==> src/rtl/magnetron_duty_ctrl.sv <==
// Registered magnetron cook controller: idle/cooking/paused/done FSM with tick-based duty cycle.
// Optional pause/resume mode: define MAG_PAUSE_RESUME_EN.
module magnetron_duty_ctrl #(
  parameter int DUTY_STEPS = 10,
  parameter int PWR_W      = 4
) (
  input  logic             clk,
  input  logic             rst,
  input  logic             tick,
  input  logic             startn,
  input  logic             stopn,
  input  logic             clearn,
  input  logic             door_closed,
  input  logic             timer_done,
  input  logic [PWR_W-1:0] power_level,
  output logic             mag_on,
  output logic             cooking,
  output logic             paused,
  output logic             done,
  output logic [1:0]       state,
  output logic [PWR_W-1:0] phase
);

  typedef enum logic [1:0] {
    IDLE    = 2'd0,
    COOKING = 2'd1,
    PAUSED  = 2'd2,
    DONE    = 2'd3
  } state_e;

  localparam logic [PWR_W-1:0] STEPS_V = PWR_W'(DUTY_STEPS);
  localparam logic [PWR_W-1:0] LAST_V  = PWR_W'(DUTY_STEPS - 1);

`ifdef MAG_PAUSE_RESUME_EN
  localparam state_e ABORT_DEST = PAUSED;
`else
  localparam state_e ABORT_DEST = IDLE;
`endif

  state_e           state_q, state_d;
  logic [PWR_W-1:0] phase_q, phase_d;
  logic [PWR_W-1:0] pl_q, pl_d;

  logic             abort;
  logic             start_ok;
  logic             resume_ok;
  logic [PWR_W-1:0] pl_clamped;

  always_comb begin
    abort      = !door_closed || !stopn;
    resume_ok  = !startn && stopn && door_closed && !timer_done;
    start_ok   = resume_ok && clearn;
    pl_clamped = (power_level > STEPS_V) ? STEPS_V : power_level;
  end

  // Each state branch lists its exits in priority order: clear, abort, timer, start.
  always_comb begin
    state_d = state_q;
    phase_d = phase_q;
    pl_d    = pl_q;
    case (state_q)
      IDLE: begin
        if (start_ok) begin
          state_d = COOKING;
          phase_d = '0;
          pl_d    = pl_clamped;
        end
      end
      COOKING: begin
        if (!clearn) begin
          state_d = IDLE;
        end else if (abort) begin
          state_d = ABORT_DEST;
        end else if (timer_done) begin
          state_d = DONE;
        end else if (tick) begin
          phase_d = (phase_q == LAST_V) ? '0 : phase_q + PWR_W'(1);
        end
      end
      PAUSED: begin
        if (!clearn) begin
          state_d = IDLE;
        end else if (resume_ok) begin
          state_d = COOKING;
          phase_d = '0;
          pl_d    = pl_clamped;
        end
      end
      DONE: begin
        if (!clearn || !door_closed) begin
          state_d = IDLE;
        end
      end
      default: begin
        state_d = IDLE;
      end
    endcase
  end

  always_ff @(posedge clk) begin
    if (rst) begin
      state_q <= IDLE;
      phase_q <= '0;
      pl_q    <= '0;
    end else begin
      state_q <= state_d;
      phase_q <= phase_d;
      pl_q    <= pl_d;
    end
  end

  // Door term is live so opening the door cuts the drive without waiting for an edge.
  assign mag_on  = (state_q == COOKING) && (phase_q < pl_q) && door_closed;
  assign cooking = (state_q == COOKING);
`ifdef MAG_PAUSE_RESUME_EN
  assign paused  = (state_q == PAUSED);
`else
  assign paused  = 1'b0;
`endif
  assign done    = (state_q == DONE);
  assign state   = state_q;
  assign phase   = phase_q;

endmodule

==> config.mk <==
export PLATFORM = sky130hd
export DESIGN_NAME = magnetron_duty_ctrl
export DESIGN_NICKNAME = d
export VERILOG_FILES = /design/src/rtl/magnetron_duty_ctrl.sv
export SDC_FILE = /design/constraint.sdc
export NUM_CORES = 1
export LEC_CHECK = 0
export CORE_AREA = 2 2 39 41
export CTS_CLUSTER_SIZE = 30
export DETAILED_ROUTE_END_ITERATION = 12
export DIE_AREA = 0 0 41 43
export DONT_BUFFER_PORTS = 1
export PLACE_DENSITY = 0.72
export SKIP_LAST_GASP = 1
export SLEW_MARGIN = 40
export SYNTH_ARGS = -nofsm -noshare
export SYNTH_HDL_FRONTEND = slang
export SYNTH_SLANG_ARGS = --single-unit
==> constraint.sdc <==
create_clock -name clk -period 5.3 [get_ports clk]
set_clock_uncertainty 0.2 [all_clocks]
set_input_delay 1.06 -clock clk [delete_from_list [all_inputs] [get_ports clk]]
set_output_delay 1.06 -clock clk [all_outputs]
set_load 0.01 [all_outputs]
# == After elaboration in Yosys (flattened, before gate mapping) ==
# Index checks and enable logic that the tools add are counted.
# totals
ff_bits,10
out_inout_bits,10
# classes
n_addsub,1
order_cmp,2
eq_ne,14
mux,22
n_reduce_logical,19
# op_table
cell,n
$mux 4,12
$mux 2,7
$ne 2x2->1 const B,7
$pmux 4 s3,1
$pmux 2 s4,1
$pmux 4 s2,1
$reduce_and 4->1,2
$reduce_and 8->1,1
$logic_and 1x1->1,6
$logic_not 1->1,5
$add 4x1->4 const B,1
$eq 2x2->1 const B,2
$eq 4x4->1 const B,1
$gt 4x4->1 const B,1
$lt 4x4->1,1
$ne 4x3->1 const B,1
$ne 3x3->1 const B,1
$reduce_bool 3->1,1
$eq 2x1->1 const B,1
$logic_not 2->1,1
$logic_or 1x1->1,2
$ne 2x1->1 const B,1
$reduce_bool 2->1,1

# == Logic depth before layout (Yosys ltp) ==
# logic_depth
ltp_word,7
ltp_mapped,5
depth_no_buf,5

# == Worst setup path before layout ==
# OpenSTA, ideal clock, no wires.
# synth_timing
path_kind,input-to-output
from,input door_closed
to,output mag_on
t_arrival_ns,1.728
path_slack_ns,2.312
stages,2
n_path_buf,0
path_cell_list,inv_1 -> a2111oi_0
# synth_between
elab_chain_len,1
# synth_rtl
item,line_no,text
start: declaration,13,"input logic door_closed,"
$logic_and 1x1->1,113,assign mag_on = (state_q == COOKING) && (phase_q < pl_q) && door_closed;
end: declaration,16,"output logic mag_on,"
# No other way between the ends.

# == Worst setup path in the final report ==
# layout_timing
from,register phase_q[1] (netlist: phase[1])
to,output mag_on
# layout_between
elab_chain_len,3
# layout_rtl
item,line_no,text
start: declaration,41,"logic [PWR_W-1:0] phase_q, phase_d;"
start signal: assignment,107,phase_q <= phase_d;
$lt 4x4->1,113,
$logic_and 1x1->1 (2 in series),113,
# No other way between the ends.

==> impl.org <==
** Status
- The flow ran to the end, and the final reports show no timing, DRC or antenna violations.

** Routing
- The first detailed-routing pass took 5 iterations.
- The final layout contains routed wiring with a total length of 1.34 mm.
- Detailed-route vias per instance :: 6.17
- Detailed routing inserted a total of 574 vias.
- The detail route stage leaves a number of antenna-violating nets equal to 0.
- Number of design rule violations left after detail routing :: 0
- Per-cell routed wire length :: 14.4 um
- The first routing iteration left 11 violations.

** Cells and area
- The top cell types in the final layout, fill and taps aside, are 10 x dfxtp_1, 8 x inv_1, 7 x nand2_1.
- Fraction of layout instances using a drive strength above 1 :: 10.4%
- The final layout contains 96 nets.
- Area grow syn2layout :: 3.74%
- The repair_antennas step left the layout with diodes totalling 0.
- With fillers left out, the area of the finished cells amounts to 659 um2.
- Leaving out filler cells and counting taps, the final layout contains 93.
- Final core utilization :: 47.6%
- Leaving out fill and tap cells, the most frequent cell in the layout is dfxtp_1.
- Number of filler instances in the final layout :: 144

** Clocking
- Hold repair after CTS inserted 0 buffers.
- Clk sink count :: 10
- Post-CTS Repair Setup Buffers :: 0
- Clk slew on worst S/H paths :: 0.07 ns
- Bufs on Longest Clock Path :: 2
- In this run the number of H-tree levels came out at 1.
- Once the clock tree was built, the resizer swapped 0 gates to a different size.
- Number of buffers added by the clock tree synthesis step :: 3
- For the worst-skew pair, the clock arrives at the later sink with an insertion delay of 0.27 ns.
- The tree is rooted in a clkbuf_4.
- Clock tree from TritonCTS :: done

** STA
- Minimum hold slack :: 0.247 ns
- At the pin with the least slew margin, the transition time is 0.655 ns.
- Setup repair after global routing left no endpoint under its margin.
- The number of max-slew violations in the final report is 0.
- Maximum achievable frequency :: 308 MHz
- The final hold violation count came to 0.
- Setup violations remaining at the end of the flow were counted as 0.
- Post-route setup TNS :: 0 ns
- Final Cycle Share :: 61.2%
- Headroom to the max-slew limit came out at 56.3%.
- Time the worst path needs with I/O delays and setup :: 3.25 ns

** GRT
- Maximum number of pins on one net before global-route repair :: 12
- Gr ovfl total :: 0
- Wire length of the first global-routing pass :: 2.25 mm
- Global-route usage over all layers :: 19.6%
- Vias in the first global route :: 557
- Number of antenna violations at the first check in global routing :: 0

** Yosys
- EDFF count, synth :: 0
- Sequential element share of the synthesized area :: 31.5%
- Counting every net in the synthesized netlist gives 95.
- For this run, the leading register cell type out of synthesis is dfxtp_1.
- Summed over all instances, the cell type with the most area after synthesis is dfxtp_1.
- Synthesis instantiated 36 different standard cells from the library.
- Leading cell types by total area after synthesis :: dfxtp_1 31%, ha_1 9.8%, inv_1 4.7%
- For this run, asynchronously set or reset flops after synthesis account for 0%.
- The Yosys step of the flow raised 0 warnings.
- In this run the mean area of a mapped cell was 8.15 um2.
- Netlist area before placement :: 636 um2
- Counting flops and latches in the post-synthesis netlist gives 10.
- Share of the synthesized area in the top cell type :: 31.5%
- Cells after synthesis :: 78

** Placed design
- Routability-driven placement finished with a final weighted congestion of 0.750.
- Final HPWL DP :: 1.01 mm
- Count of port buffers added during placement :: 0
- Placed Area :: 636 um2
- In this run, placement finished with an instance count of 90.

** Floorplan
- Area of the core :: 0.00138 mm2
- IO Count :: 22
- Die Width :: 41 um
- FP Rows :: 14
- Die area :: 0.00176 mm2
- The initial utilization of the core area, before any placement, comes to 45.9%.
- In this run the vertical extent of the chip is 43 um.

** Setup path
- Worst Path Class, Setup :: reg -> out
- Worst setup SP type :: flop
- Nature of the critical path endpoint :: output port
- STA puts the critical path data arrival time at 1.99 ns.
- Worst EP required :: 4.04 ns
- Maximum fanout encountered on the critical timing path :: 6

** Pwr
- Power density of the placed cells :: 205 mW/mm2
- Worst vdd ir :: 0.000100 V
- Summed over all cells, the static leakage comes to 0.000228 uW.

** Run
- Number of maximum-capacitance constraint violations :: 0

** Min path
- The path class of the tightest hold or removal check is reg -> reg.
[per-stage QoR]
step	worst slack (ns)	total power, uW
after floorplan	2.31	84.9
after global placement	2.21	84.1
after detailed placement	2.21	84.3
after CTS	1.92	138
after global routing	1.93	144
final	2.05	135
[worst max-delay path: stages, from the launching register on]
cell,delay (ns)
dfxtp_1,0.48
ha_1,0.28
a21o_1,0.15
a21o_1,0.17
a2111oi_1,0.64
[cells in the mapped netlist, types with 2 or more instances]
cell type   n
dfxtp_1    10
inv_1       8
nand2_1     7
a21oi_1     5
ha_1        5
nand3_1     4
a211oi_2    2
a21o_1      2
clkbuf_1    2
nand2b_1    2
nand3b_1    2
nor3_1      2
o21ai_0     2
o21ai_1     2
or3_1       2
[final timing paths]
check / from / depth (start not counted) / slack (ns) / to
max: phase[1] / 4 / 2.05 / mag_on
min: pl_q[2] / 2 / 0.25 / pl_q[2]
max reg2reg: state[0] / 4 / 3.38 / phase[2]
min reg2reg: pl_q[2] / 2 / 0.25 / pl_q[2]
[cell families after synthesis]
group           share of synthesized area [%]
mux                                      1.57
other cells                             0.590
compound gates                           23.8
flops                                    31.5
simple gates                             24.2
buf+inv                                  8.46
fa+ha+maj                                9.84
[flip-flops by register name (all words and copies together), names as in the netlist]
| name | flops |
|---|---|
| pl_q | 4 |
| state | 2 |
| phase | 4 |
[layer usage]
| layer | GRT usage (%) | vias to the layer above | wire (um) |
|---|---|---|---|
| met5 | 0 | - | 0 |
| li1 | - | 278 | - |
| met2 | 28.7 | 27 | 618 |
| met1 | 20.5 | 264 | 559 |
| met3 | 11.5 | 5 | 129 |
| met4 | 12.0 | 0 | 35 |
[layout make-up]
type	instances	area, um2	area share (%)
Multi-Input combinational cell	55	383	58.1
Sequential cell	10	200	30.4
Tap cell	16	20.0	3.04
Clock buffer	3	22.5	3.42
Inverter	9	33.8	5.12
[report_power, final]
part / switching (uW) / internal (uW) / total (uW)
clock: 26.1 / 26.2 / 52.4
sequential: 0.399 / 75.6 / 76.0
combinational: 3.72 / 2.80 / 6.52
total: 30.2 / 105 / 135
Note: power is estimated with default switching activity, not from simulation.
